===== config.mk =====
export PLATFORM = sky130hd
export DESIGN_NAME = struct_bit_tx
export DESIGN_NICKNAME = d
export VERILOG_FILES = /design/src/rtl/struct_bit_tx.sv
export SDC_FILE = /design/constraint.sdc
export NUM_CORES = 1
export LEC_CHECK = 0
export CAP_MARGIN = 20
export CORE_MARGIN = 2
export CORE_UTILIZATION = 45
export CTS_CLUSTER_DIAMETER = 80
export DETAILED_ROUTE_END_ITERATION = 6
export GPL_TIMING_DRIVEN = 0
export PLACE_DENSITY = 0.73
export SLEW_MARGIN = 20
export SYNTH_ARGS = -nofsm -noshare
export SYNTH_HDL_FRONTEND = slang
export SYNTH_SLANG_ARGS = --single-unit

===== constraint.sdc =====
create_clock -name clk -period 1.75 [get_ports clk]
set_input_delay 0.175 -clock clk [delete_from_list [all_inputs] [get_ports clk]]
set_output_delay 0.175 -clock clk [all_outputs]
set_load 0.1 [all_outputs]

===== src/rtl/struct_bit_tx.sv =====
// Framed serial transmitter: start(1), payload LSB first, [parity], stop(0).
// Define STRUCT_BIT_TX_PARITY_EN to insert an even-parity bit before stop.
module struct_bit_tx #(
    parameter int DATA_W = 8
) (
    input  logic              clk,
    input  logic              reset_n,
    input  logic              in_valid,
    input  logic [DATA_W-1:0] in_data,
    output logic              in_ready,
    output logic              out,
    output logic              out_valid,
    output logic              busy
);

    localparam int CW = (DATA_W > 1) ? $clog2(DATA_W) : 1;
    localparam logic [CW-1:0] LAST = CW'(DATA_W - 1);

    localparam logic [2:0] S_IDLE   = 3'd0;
    localparam logic [2:0] S_START  = 3'd1;
    localparam logic [2:0] S_DATA   = 3'd2;
`ifdef STRUCT_BIT_TX_PARITY_EN
    localparam logic [2:0] S_PARITY = 3'd3;
`endif
    localparam logic [2:0] S_STOP   = 3'd4;

    typedef struct packed {
        logic [2:0]        state;
        logic [DATA_W-1:0] shift;
        logic [CW-1:0]     count;
`ifdef STRUCT_BIT_TX_PARITY_EN
        logic              par;
`endif
    } tx_t;

    tx_t r;
    tx_t nx;
    tx_t ld;
    logic xfer;

    assign in_ready = (r.state == S_IDLE) || (r.state == S_STOP);
    assign xfer     = in_valid && in_ready;

    always_comb begin
        ld       = '0;
        ld.state = S_START;
        ld.shift = in_data;
`ifdef STRUCT_BIT_TX_PARITY_EN
        ld.par   = ^in_data;
`endif
    end

    always_comb begin
        nx = r;
        unique case (r.state)
            S_IDLE: begin
                if (xfer) nx = ld;
            end
            S_START: begin
                nx.state = S_DATA;
            end
            S_DATA: begin
                nx.shift = r.shift >> 1;
                nx.count = r.count + 1'b1;
                if (r.count == LAST) begin
`ifdef STRUCT_BIT_TX_PARITY_EN
                    nx.state = S_PARITY;
`else
                    nx.state = S_STOP;
`endif
                end
            end
`ifdef STRUCT_BIT_TX_PARITY_EN
            S_PARITY: begin
                nx.state = S_STOP;
            end
`endif
            S_STOP: begin
                // A word offered during stop starts the next frame with no gap
                if (xfer) nx = ld;
                else      nx.state = S_IDLE;
            end
            default: begin
                nx = '0;
            end
        endcase
    end

    always_ff @(posedge clk or negedge reset_n) begin
        if (!reset_n) r <= '0;
        else          r <= nx;
    end

    always_comb begin
        out = 1'b0;
        unique case (r.state)
            S_START:  out = 1'b1;
            S_DATA:   out = r.shift[0];
`ifdef STRUCT_BIT_TX_PARITY_EN
            S_PARITY: out = r.par;
`endif
            default:  out = 1'b0;
        endcase
    end

    assign out_valid = (r.state != S_IDLE);
    assign busy      = out_valid;

endmodule


# --- After elaboration in Yosys (flattened, before gate mapping) ---
# Cells that the tools add are included.
totals:
  ram_bits: 0
  latch_bits: 0
  regBits: 14
  output_inout_bits: 4
  rom_bits: 0
  memories: 0
op_classes:
  n_mul: 0
  n_shift: 0
  n_reduce_logical: 6
  muxes: 7
  n_bitwise: 1
  div_mod_pow: 0
  eq_ne: 7
  n_lt_le_gt_ge: 0
  add_sub_neg: 1
op_table:
  columns: ["operator", "n"]
  rows:
  - ["11-bit case mux with 4 select lines", 1]
  - ["14-bit 2-to-1 mux", 1]
  - ["3-bit case mux with 4 select lines", 1]
  - ["11-bit 2-to-1 mux", 1]
  - ["3-bit == test (second input constant)", 2]
  - ["2-bit inequality test (second input constant)", 3]
  - ["3-bit by 1-bit adder with 3-bit output (second input constant)", 1]
  - ["3-bit by 1-bit == test with 1-bit output (second input constant)", 1]
  - ["3-bit by 2-bit == test with 1-bit output (second input constant)", 1]
  - ["3-bit zero test", 1]
  - ["3-bit 2-to-1 mux", 1]
  - ["3-bit AND reduction", 1]
  - ["3-bit nonzero test", 1]
  - ["1-bit case mux with 2 select lines", 1]
  - ["2-bit AND reduction", 1]
  - ["1-bit logical AND", 1]
  - ["1-bit logical OR", 1]
  - ["1-bit 2-to-1 mux", 1]
  - ["1-bit inverter", 1]

# --- Logic depth before layout (Yosys ltp) ---
logic_depth:
  ltp_word: 5
  ltp_mapped: 4
  depth_no_buf: 4

# --- Least setup slack after synthesis ---
# No wires, ideal clock.
synth_path:
  kind: "reg2out"
  start: "register r[11] (netlist bit)"
  end: "output out"
  stages_incl_launch_ff: 4
  required_time_ns: 1.575
  arrival_time_ns: 2.178
  slack_ns: -0.603
  n_path_buf: 0
  path_cell_list: "dfrtp_1 > and2b_2 > nand2_1 > a21oi_1"
synth_between:
  elab_chain_len: 2
synth_rtl:
  columns: ["element", "line_no", "source"]
  rows:
  - ["start, declared", "36", "tx_t r;"]
  - ["start signal, assigned", "91", "else r <= nx;"]
  - ["3-bit by 2-bit == test with 1-bit output / 3-bit by 1-bit == test with 1-bit output (equally long branches)", "96", "unique case (r.state)"]
  - ["1-bit case mux with 2 select lines (*)", "96", null]
  - ["end, declared", "11", "output logic out,"]
# Mark *: on every way between the ends. The rest lies on a longest branch, timed or not.

# --- Final worst setup path ---
# Same ends and word-level chain as after synthesis.

==> reports/qor.json <==
{
  "drt_pre_antenna_iters": 2,
  "synth-seq-area-share": 0.524,
  "rsz0062_at_grt": "false",
  "cts_tree": "built",
  "floorplan.rows": 13,
  "max_slew.worst_pin.slew_ns": 0.631,
  "cts.reportedPaths.clkPinSlew_ns": 0.08,
  "synth_largest_area_cell": "sky130_fd_sc_hd__dfrtp_1",
  "grtUsageTotal": 0.141,
  "timing.setup.critical_path_class": "reg -> out",
  "routabilityCongestion": 0.704,
  "cts_hold_buffers": 0,
  "max_reg_flops": 14,
  "number_of_violations_of_the_max_capacitance_limit": 0,
  "p_leak_nw": 0.413,
  "cts.sink_count": 14,
  "via_density": 5.34,
  "yosys_register_bits": 14,
  "drt-wirelength-per-cell_um": 13.9,
  "core_footprint_um2": 1350,
  "power_density_of_the_placed_cells_nw_per_um2": 2070,
  "route.final.wire_length_mm": 1.18,
  "floorplan.die.height_um": 42.5,
  "final_clock_skew_ns": 0.00318,
  "netlist_area_um2": 668,
  "post-dp-hpwl_um": 798,
  "grt_antenna_before_repair": 0,
  "setup-violations-final": 0,
  "final-hold-violation-count": 0,
  "number_of_global_route_vias_before_repair": 430,
  "overflow": 0,
  "final_layout_size_suffix_gt1_frac": 0.429,
  "synth_xor_xnor_area_share": 0,
  "worst_slack_ns": 0.145,
  "dominant_combinational_cell_family_by_area_after_synthesis": "compound AO/OA/AOI/OAI gates",
  "syn_area_per_cell_um2": 13.4,
  "die_x_um": 42.5,
  "finalNetCount": 84,
  "worst_slew_margin_rel": 0.578,
  "post-route-drc-count": 0,
  "synthAdderAreaFrac": 0.0375,
  "final_min_period_over_clock_period": 0.917,
  "crit_path_start_kind": "flip-flop",
  "floorplan.die_area_um2": 1810,
  "yosys.area.top_type_share": 0.524,
  "cts-root-to-sink-buffers": 2,
  "max_flop_register": "r",
  "mappedNetlistNets": 63,
  "synth_simple_gate_area_share": 0.0993,
  "detailroute.via_count": 454,
  "syn_inst": 50,
  "slew_viol_final": 0,
  "route.antenna.remaining_nets": 0,
  "pin_count": 15,
  "muxShareOfSynthArea": 0.135,
  "max-vdd-ir-drop_mv": 1.09,
  "synth_cell_types": 19,
  "portBuffers": 14,
  "grt_pass1_wl_mm": 1.83,
  "antenna-diode-count": 0,
  "cts-buffers-inserted": 3,
  "critPathLaunch": "r[11]",
  "drt_iter0_drc": 5,
  "worst_r2r_path_cells": 5,
  "yosys-top-cells-area": "sky130_fd_sc_hd__dfrtp_1, sky130_fd_sc_hd__mux2_2, sky130_fd_sc_hd__a22o_1",
  "worstPathMaxFanout": 6,
  "worstReg2RegStart": "r[11]",
  "period_minus_slack_ns": 1.61,
  "synth_compound_area_frac": 0.169,
  "holdWs_ns": 0.282,
  "cts_htree_levels": 1,
  "status": "completed",
  "grt_start_max_net_pins": 15,
  "maxClockFrequency_mhz": 623,
  "root_buffer": "sky130_fd_sc_hd__clkbuf_4",
  "yosysWarnings": 0,
  "initial_utilization": 0.495,
  "worst_setup_slack_post_dpl_ns": -0.464,
  "critPathRequiredTime_ns": 1.57,
  "top_regs": "r: 14 flops",
  "flow.area_growth_from_synthesis_pct": 33.3,
  "insertion_delay_ns": 0.28,
  "cp_data_arrival_time_ns": 1.43,
  "min_path_type": "in -> async",
  "critPathCaptureType": "output port"
}
[final timing paths]
path                          to  slack [ns]
min                        r[13]        0.28
max reg2reg                 r[3]        0.21
min reg2reg                r[10]        0.51
max in group asynchronous  r[11]        1.02
min in group clk           r[10]        0.50
max                          out        0.14
[cell usage in the layout (no fill, tap or decap)]
master,instances
sky130_fd_sc_hd__buf_6,1
sky130_fd_sc_hd__a211oi_2,1
sky130_fd_sc_hd__buf_12,1
sky130_fd_sc_hd__and2b_2,1
sky130_fd_sc_hd__nor3b_1,1
sky130_fd_sc_hd__nand2b_1,1
sky130_fd_sc_hd__clkbuf_8,1
sky130_fd_sc_hd__and2_1,2
sky130_fd_sc_hd__a22o_2,2
sky130_fd_sc_hd__or3_4,1
sky130_fd_sc_hd__dfrtp_1,12
sky130_fd_sc_hd__nand2_1,1
sky130_fd_sc_hd__clkbuf_4,3
sky130_fd_sc_hd__or2b_1,1
sky130_fd_sc_hd__nor2b_1,1
sky130_fd_sc_hd__buf_2,3
sky130_fd_sc_hd__buf_4,4
sky130_fd_sc_hd__a21oi_2,1
sky130_fd_sc_hd__dfrtp_2,2
sky130_fd_sc_hd__nor2_4,1
sky130_fd_sc_hd__ha_1,2
sky130_fd_sc_hd__a21oi_1,1
sky130_fd_sc_hd__mux2_2,8
sky130_fd_sc_hd__a22o_1,8
sky130_fd_sc_hd__clkdlybuf4s50_1,10
[layout make-up]
| cell class | count | area (um2) |
|---|---|---|
| Clock buffer | 4 | 36.3 |
| Timing Repair Buffer | 16 | 153 |
| Sequential cell | 14 | 353 |
| Fill cell | 110 | 459 |
| Tap cell | 15 | 18.8 |
| Multi-Input combinational cell | 33 | 307 |
| Buffer | 3 | 23.8 |
[power breakdown]
part,internal (mW),switching [mW],leakage [nW]
clock,0.126,0.102,0.0210
combinational,0.439,0.641,0.213
sequential,0.453,0.0849,0.178
[through the flow]
step                      total power, mW  setup TNS [ns]  cell area, um2   util  std cells
final                                1.85               0             891  0.660         85
after global routing                 1.95               0             891  0.660         85
after CTS                            1.80               0             868  0.643         83
after detailed placement             1.58           -1.53             836  0.619         79
after global placement               1.56           -1.49             836  0.619         79
after floorplan                      1.37         -0.0429             677      -         50
[synthesized netlist by cell type (all sizes together)]
master and number:
dfrtp 14, a22o 10, mux2 8, buf 3, a21oi 2, and2 2
ha 2, a211oi 1, and2b 1, nand2 1, nand2b 1, nor2 1
nor2b 1, nor3b 1, or2b 1, or3 1
[cells by family (layout without fill, tap and decap cells)]
kind of cell | Yosys count | after routing
AO/OA/AOI/OAI | 13 | 13
adder cells (fa/ha/maj) | 2 | 2
buffers and inverters | 3 | 23
flip-flops | 14 | 14
multiplexers | 8 | 8
AND/OR/NAND/NOR | 10 | 10
[worst max-delay path, stage by stage, from the launching register on]
cell                      delay (ns)
sky130_fd_sc_hd__dfrtp_2        0.45
sky130_fd_sc_hd__and2b_2        0.23
sky130_fd_sc_hd__nand2_1        0.06
sky130_fd_sc_hd__a21oi_2        0.12
sky130_fd_sc_hd__buf_4          0.29
[what timing repair did]
action                                  4_1_cts  5_1_grt
buffers inserted                              0        2
endpoints found under the setup margin        4        3
resized for setup                            24        4
[layer usage]
| layer | track usage | vias to the layer above | part of all wire |
|---|---|---|---|
| li1 | - | 223 | - |
| met5 | 0 | - | 0 |
| met1 | 0.174 | 219 | 0.47 |
| met2 | 0.212 | 12 | 0.47 |
| met4 | 0.0375 | 0 | 0 |
| met3 | 0.0776 | 0 | 0.056 |
(Power assumes the default switching activity.)
